$ cat src/rtl/cpu_load_sequencer.sv
// Boot/run controller: streams a framed program into the CPU memories, runs it R+1 cycles, then reports done.
// Latency: one cycle from an accepted payload byte to its load strobe; s_ready low while running, in DONE and in ERR.
// Backpressure: s_ready is a pure function of state, so an upstream source may hold s_valid high throughout.
module cpu_load_sequencer #(
  parameter int INSTR_DEPTH = 32,
  parameter int DATA_DEPTH  = 16
) (
  input  logic       clk,
  input  logic       reset,
  input  logic [7:0] s_data,
  input  logic       s_valid,
  output logic       s_ready,
  output logic [7:0] cpu_input,
  output logic [4:0] load_address,
  output logic       load,
  output logic       is_instruction,
  output logic       cpu_reset,
  output logic       busy,
  output logic       done,
  output logic       error
);

  typedef enum logic [2:0] {
    S_IDLE, S_HDR_D, S_HDR_R, S_LOAD_I, S_LOAD_D, S_RUN, S_DONE, S_ERR
  } state_t;

  state_t     state, state_nxt;
  logic [7:0] n_i, n_d, run_cnt;
  logic [4:0] idx;
  logic       xfer, hdr_bad, last_i, last_d;

  assign xfer    = s_valid && s_ready;
  assign hdr_bad = (n_i == 8'd0) || ({1'b0, n_i} > 9'(INSTR_DEPTH)) || ({1'b0, n_d} > 9'(DATA_DEPTH));
  assign last_i  = ({3'b000, idx} == (n_i - 8'd1));
  assign last_d  = ({3'b000, idx} == (n_d - 8'd1));

  always_ff @(posedge clk or negedge reset) begin
    if (!reset) state <= S_IDLE;
    else        state <= state_nxt;
  end

  always_comb begin
    state_nxt = state;
    s_ready   = 1'b0;
    cpu_reset = 1'b1;
    busy      = 1'b1;
    done      = 1'b0;
    error     = 1'b0;
    case (state)
      S_IDLE: begin
        s_ready = 1'b1;
        busy    = 1'b0;
        if (xfer) state_nxt = S_HDR_D;
      end
      S_HDR_D: begin
        s_ready = 1'b1;
        if (xfer) state_nxt = S_HDR_R;
      end
      S_HDR_R: begin
        s_ready = 1'b1;
        if (xfer) state_nxt = hdr_bad ? S_ERR : S_LOAD_I;
      end
      S_LOAD_I: begin
        s_ready = 1'b1;
        if (xfer && last_i) state_nxt = (n_d == 8'd0) ? S_RUN : S_LOAD_D;
      end
      S_LOAD_D: begin
        s_ready = 1'b1;
        if (xfer && last_d) state_nxt = S_RUN;
      end
      S_RUN: begin
        cpu_reset = 1'b0;
        if (run_cnt == 8'd0) state_nxt = S_DONE;
      end
      // busy drops together with the done pulse so a poller sees a clean handoff
      S_DONE: begin
        busy      = 1'b0;
        done      = 1'b1;
        state_nxt = S_IDLE;
      end
      S_ERR: begin
        busy  = 1'b0;
        error = 1'b1;
      end
      default: state_nxt = S_IDLE;
    endcase
  end

  always_ff @(posedge clk or negedge reset) begin
    if (!reset) begin
      n_i            <= 8'd0;
      n_d            <= 8'd0;
      run_cnt        <= 8'd0;
      idx            <= 5'd0;
      load           <= 1'b0;
      cpu_input      <= 8'd0;
      load_address   <= 5'd0;
      is_instruction <= 1'b0;
    end else begin
      load <= 1'b0;
      case (state)
        S_IDLE:  if (xfer) n_i <= s_data;
        S_HDR_D: if (xfer) n_d <= s_data;
        S_HDR_R: if (xfer) begin
          run_cnt <= s_data;
          idx     <= 5'd0;
        end
        S_LOAD_I, S_LOAD_D: if (xfer) begin
          load           <= 1'b1;
          cpu_input      <= s_data;
          load_address   <= (state == S_LOAD_I) ? idx : {1'b0, idx[3:0]};
          is_instruction <= (state == S_LOAD_I);
          idx            <= (state == S_LOAD_I && last_i) ? 5'd0 : idx + 5'd1;
        end
        S_RUN: if (run_cnt != 8'd0) run_cnt <= run_cnt - 8'd1;
        default: ;
      endcase
    end
  end

endmodule

$ cat config.mk
export PLATFORM = sky130hd
export DESIGN_NAME = cpu_load_sequencer
export DESIGN_NICKNAME = d
export VERILOG_FILES = /design/src/rtl/cpu_load_sequencer.sv
export SDC_FILE = /design/constraint.sdc
export NUM_CORES = 1
export LEC_CHECK = 0
export ABC_AREA = 1
export ABC_CLOCK_PERIOD_IN_PS = 2500
export BUFFER_PORTS_ARGS = -buffer_cell sky130_fd_sc_hd__buf_2
export CAP_MARGIN = 20
export CORE_MARGIN = 2
export CORE_UTILIZATION = 63
export CTS_CLUSTER_DIAMETER = 60
export DETAILED_ROUTE_END_ITERATION = 12
export HOLD_SLACK_MARGIN = 0.12
export PLACE_DENSITY = 0.85
export SLEW_MARGIN = 5
export SYNTH_ARGS = -nofsm -noshare
export SYNTH_HDL_FRONTEND = slang
export SYNTH_SLANG_ARGS = --single-unit
$ cat constraint.sdc
create_clock -name clk -period 2.5 [get_ports clk]
set_input_delay 0.125 -clock clk [delete_from_list [all_inputs] [get_ports clk]]
set_output_delay 0.125 -clock clk [all_outputs]
set_load 0.01 [all_outputs]
### Word-level counts from Yosys, hierarchy flattened

Index checks and enable logic that the tools add are counted.

* add/subtract/negate cells: 4
* multiply operators: 0
* divide/modulo/power cells: 0
* order comparisons: 2
* equality and inequality tests: 17
* shifts and indexed selects: 0
* mux-type cells: 24
* bitwise logic cells: 0
* reduce and logical (&&, ||, !) cells: 23

Operators by type and width (count)
* zero test 8 bit: 3
* subtractor 8 x 1 -> 8 bit (second input constant): 3
* two-way mux 3 bit: 7
* one-hot mux 3 bit (7 select lines): 1
* two-way mux 5 bit: 4
* equality test 5 x 8 -> 1 bit: 2
* two-way mux 8 bit: 2
* != test 2 bit (second input constant): 8
* one-hot mux 8 bit (2 select lines): 1
* equality test 3 bit (second input constant): 4
* one-hot mux 5 bit (2 select lines): 1
* > comparator 8 x 5 -> 1 bit (second input constant): 1
* > comparator 8 x 6 -> 1 bit (second input constant): 1
* two-way mux 1 bit: 8
* nonzero test 8 bit: 1
* AND reduction 7 bit: 1
* nonzero test 7 bit: 1
* equality test 3 x 2 -> 1 bit (second input constant): 2
* AND reduction 2 bit: 3
* AND reduction 3 bit: 2
* adder 5 x 1 -> 5 bit (second input constant): 1
* OR reduction 5 bit: 1
* logical AND 1 bit: 4
* nonzero test 2 bit: 2
* other kinds (5): 6

* bits in registers: 47
* latch bits: 0
* memory bits (writable): 0
* ROM bits: 0
* bits of input ports: 11
* output and inout bits: 20
* memories kept: 0

### Depth between registers and ports, before layout

* depth in word-level cells: 7
* mapped depth: 15

### Worst setup path after synthesis

OpenSTA, ideal clock, no wires.

* path type: register -> register
* start: register n_i[0]
* end: register state[1]
* setup time: 117 ps
* data arrival time: 1549 ps
* data required time: 2383 ps
* setup slack: 834 ps
* stages on the path, launching flop included: 13
* path through: dfrtp_1 > inv_1 > ha_1 > nand2_1 > nand2_1 > nor3_1 > nand2_1 > nor2_1 > nand3_1 > nand2_1 > nand3_1 > nand2_1 > nand2_1

* longest elaborated chain between the ends: 5

RTL lines
* start: declaration: line 28 `logic [7:0] n_i, n_d, run_cnt;`
* start signal: assignment: line 102 `S_IDLE: if (xfer) n_i <= s_data;`
* subtractor 8 x 1 -> 8 bit: line 34 `assign last_i = ({3'b000, idx} == (n_i - 8'd1));`
* equality test 5 x 8 -> 1 bit: line 34
* logical AND 1 bit: line 65 `if (xfer && last_i) state_nxt = (n_d == 8'd0) ? S_RUN : S_LOAD_D;`
* != test 2 bit (no line)
* AND reduction 7 bit (no line)
* end signal: assignment: line 39 `else state <= state_nxt;`
* end: declaration: line 27 `state_t state, state_nxt;`

No other way between the ends.
A chain may end at the register's enable or synchronous reset.

### Worst setup path in the final report

* start: register n_i[0]
* end: register state[2]

* longest elaborated chain between the ends: 6
* elaborated cells on any way between the ends: 12

RTL lines
* branches (longest 6 deep; another with subtractor 8 x 1 -> 8 bit)

Parallel ways; which one is timed is not known. The select of a mux whose other input is x is not followed.

==> results.cfg <==
[clock_network]
cts_made_buffers = 5
root_buffer = clkbuf_8
clk_pin_slew_worst_paths_ns = 0.10
ctsHoldBuffers = 3
cts.sinks = 47
clockBufferDepth = 2
cts_resized = 0
cts_setup_buffers = 0
htreeDepth = 2
cts_tree = built
insertion_delay_ns = 0.31

[timing]
period_share_pct = 76.2
fin_setup_tns_ns = 0
rsz0062_at_grt = false
hold_slack_ns = 0.138
fin_skew_ns = 0.00748
final_hold_viol_count = 0
setup_violations = 0
drv_slew = 0
fin_crit_ns = 1.91
tightest_slew_ns = 0.526
max_clock_freq_mhz = 525
max_slew_margin_pct = 64.9

[die]
die_h_um = 71.0
pin_count = 31
core_area_um2 = 4320
rows = 24
fp.dieArea_um2 = 5040
die_w_um = 71.0
initial_utilization_pct = 65.4

[setup_path]
end_kind = flip-flop
crit_type = reg2reg
worst-r2r-setup-slack_ns = 0.59
r2r_end = state[2]
crit_arrival_ns = 2.11
worstPathRequired_ns = 2.70
r2r_cells = 13
crit-reg2reg-launch = n_i[0]
cp-start-kind = flip-flop
worstPathMaxFanout = 5

[synthesis]
synth_fp_nets = 401
yosysSeqAreaShare_pct = 41.6
ys.flop_type = dfrtp_1
syn_inst = 383
ys_warn_count = 0
syn_area_per_cell_um2 = 7.38
yosys_register_bits = 47
synth_area_leaders = dfrtp_1, nand2_1, inv_1
netlist.area_leader.share_pct = 41.6
synth_async_sr_flop_share_pct = 100
synth_top_area_cell = dfrtp_1
synth_edf_count = 0
synth.cell_area_um2 = 2830
ys_types = 30

[placement]
portBuffers = 30
dp_hpwl_mm = 4.62
gp_congestion = 0.884

[routing]
antenna_left = 0
wirelength_mm = 6.48
vias_per_cell = 5.47
dr.pass1.iters = 5
via_count = 2569
wl_per_cell_um = 13.8
drcViolationCount = 0
drt_iter0_markers = 166

[run_status]
status = complete, no violations

[finish]
regArea_um2 = 1180
nets = 435
multi_input_area_um2 = 1400
syn_to_final_growth_pct = 11.7
layout-drive-gt1-share_pct = 17.7
layout_common_cells = nand2_1, dfrtp_1, inv_1, nor2_1, buf_2
layout_commonest_cell = nand2_1
fillers = 350
antennaDiodeCount = 0

[global_routing]
antenna_found_initial = 0
grt_first_pass_wirelength_mm = 11.1
grt_pass1_vias = 2461
grtUsageTotal_pct = 27.9
gr-total-overflow = 0
grt_start_max_net_pins = 48

[power_and_ir_drop]
power.leakage_nw = 1.64
peakVddDrop_uv = 707
pwr_density_cell_nw_per_um2 = 1340

[hold_path]
min_path_type = in2reg
holdCritStartpoint = s_data[2]
whs_path_depth = 3
hold_end = cpu_input[2]

[flow_run]
drv_cap = 0
## flip-flops by register name, indices dropped and copies added, names as in the netlist
| signal | count |
|---|---|
| load_address | 5 |
| idx | 5 |
| n_d | 8 |
| state | 3 |
| cpu_input | 8 |
| load | 1 |
| is_instruction | 1 |
| run_cnt | 8 |
| n_i | 8 |
## cells by family (layout without fill, tap and decap cells)
logic type	after synthesis	in the layout	share of synthesized area (%)
XOR/XNOR	5	5	1.55
buffers and inverters	61	96	9.07
AND/OR/NAND/NOR	197	197	30.8
adder cells (fa/ha/maj)	7	7	3.10
flip-flops	47	47	41.6
AO/OA/AOI/OAI	66	66	13.9
## per-stage QoR
step           setup slack [ns]  area, um2  instances  util, %  total power, W
4_1_cts                   0.610       3140        469     72.6         0.00420
6_report                  0.595       3160        470     73.1         0.00422
5_1_grt                   0.385       3160        470     73.1         0.00464
3_5_place_dp              0.661       2990        458     69.2         0.00359
3_3_place_gp              0.716       2990        458     69.2         0.00349
2_1_floorplan             0.834       2830        383        -         0.00308
## routing by layer
layer | vias up | routed length [um] | global-route usage (%)
met2 | 77 | 3280 | 48.4
li1 | 1285 | - | -
met1 | 1198 | 2820 | 34.7
met3 | 9 | 279 | 4.27
met5 | - | 0 | 0
met4 | 0 | 106 | 11.5
## layout make-up
cell class / count / share of cell area, %
inverter: 54 / 6.57
sequential: 47 / 37.2
clock buffer: 5 / 2.18
clock inverter: 3 / 1.47
timing repair buffer: 34 / 6.34
multi-input combinational: 275 / 44.2
tap: 52 / 2.06
## critical path, cell delays in order, from the launching register on
cell     delay, ns
dfrtp_1       0.42
inv_1         0.11
ha_1          0.25
nand2_1       0.09
nand2_1       0.10
nor2_1        0.06
nor2_1        0.11
nand2_1       0.05
nor2_1        0.13
nand3_1       0.10
nand2_1       0.12
nand3_1       0.12
nand2_1       0.08
nand2_1       0.06
## where the power goes
part	leakage, nW	switching [W]	internal, W	total (W)
clock	0.0548	0.000284	0.000302	0.000586
combinational	0.990	0.00140	0.000785	0.00218
sequential	0.594	0.000344	0.00111	0.00145
## Yosys cell counts, types with 2 or more instances
library cell / n
o21ai_1: 13
nor3_1: 4
xor2_1: 3
nor2_4: 3
ha_1: 7
clkbuf_1: 4
nor2_1: 35
nor2_8: 2
nor2_2: 3
a21oi_1: 7
o21ai_0: 25
nand2_1: 118
nand3_1: 18
buf_6: 3
inv_4: 2
dfrtp_1: 47
xnor2_1: 2
inv_2: 10
o21ai_2: 12
o22ai_1: 4
inv_1: 42
o21bai_1: 2
nand4_1: 10
## worst max path at each step
stage	slack, ns	depth (start not counted)	endpoint	start
2_1_floorplan	0.83	12	state[1]	n_i[0]
3_3_place_gp	0.72	12	state[1]	n_i[0]
3_5_place_dp	0.66	12	state[2]	n_i[0]
4_1_cts	0.61	13	state[2]	n_i[0]
5_1_grt	0.39	15	state[0]	n_i[0]
6_report	0.59	13	state[2]	n_i[0]
Note: power is estimated with default switching activity, not from simulation.
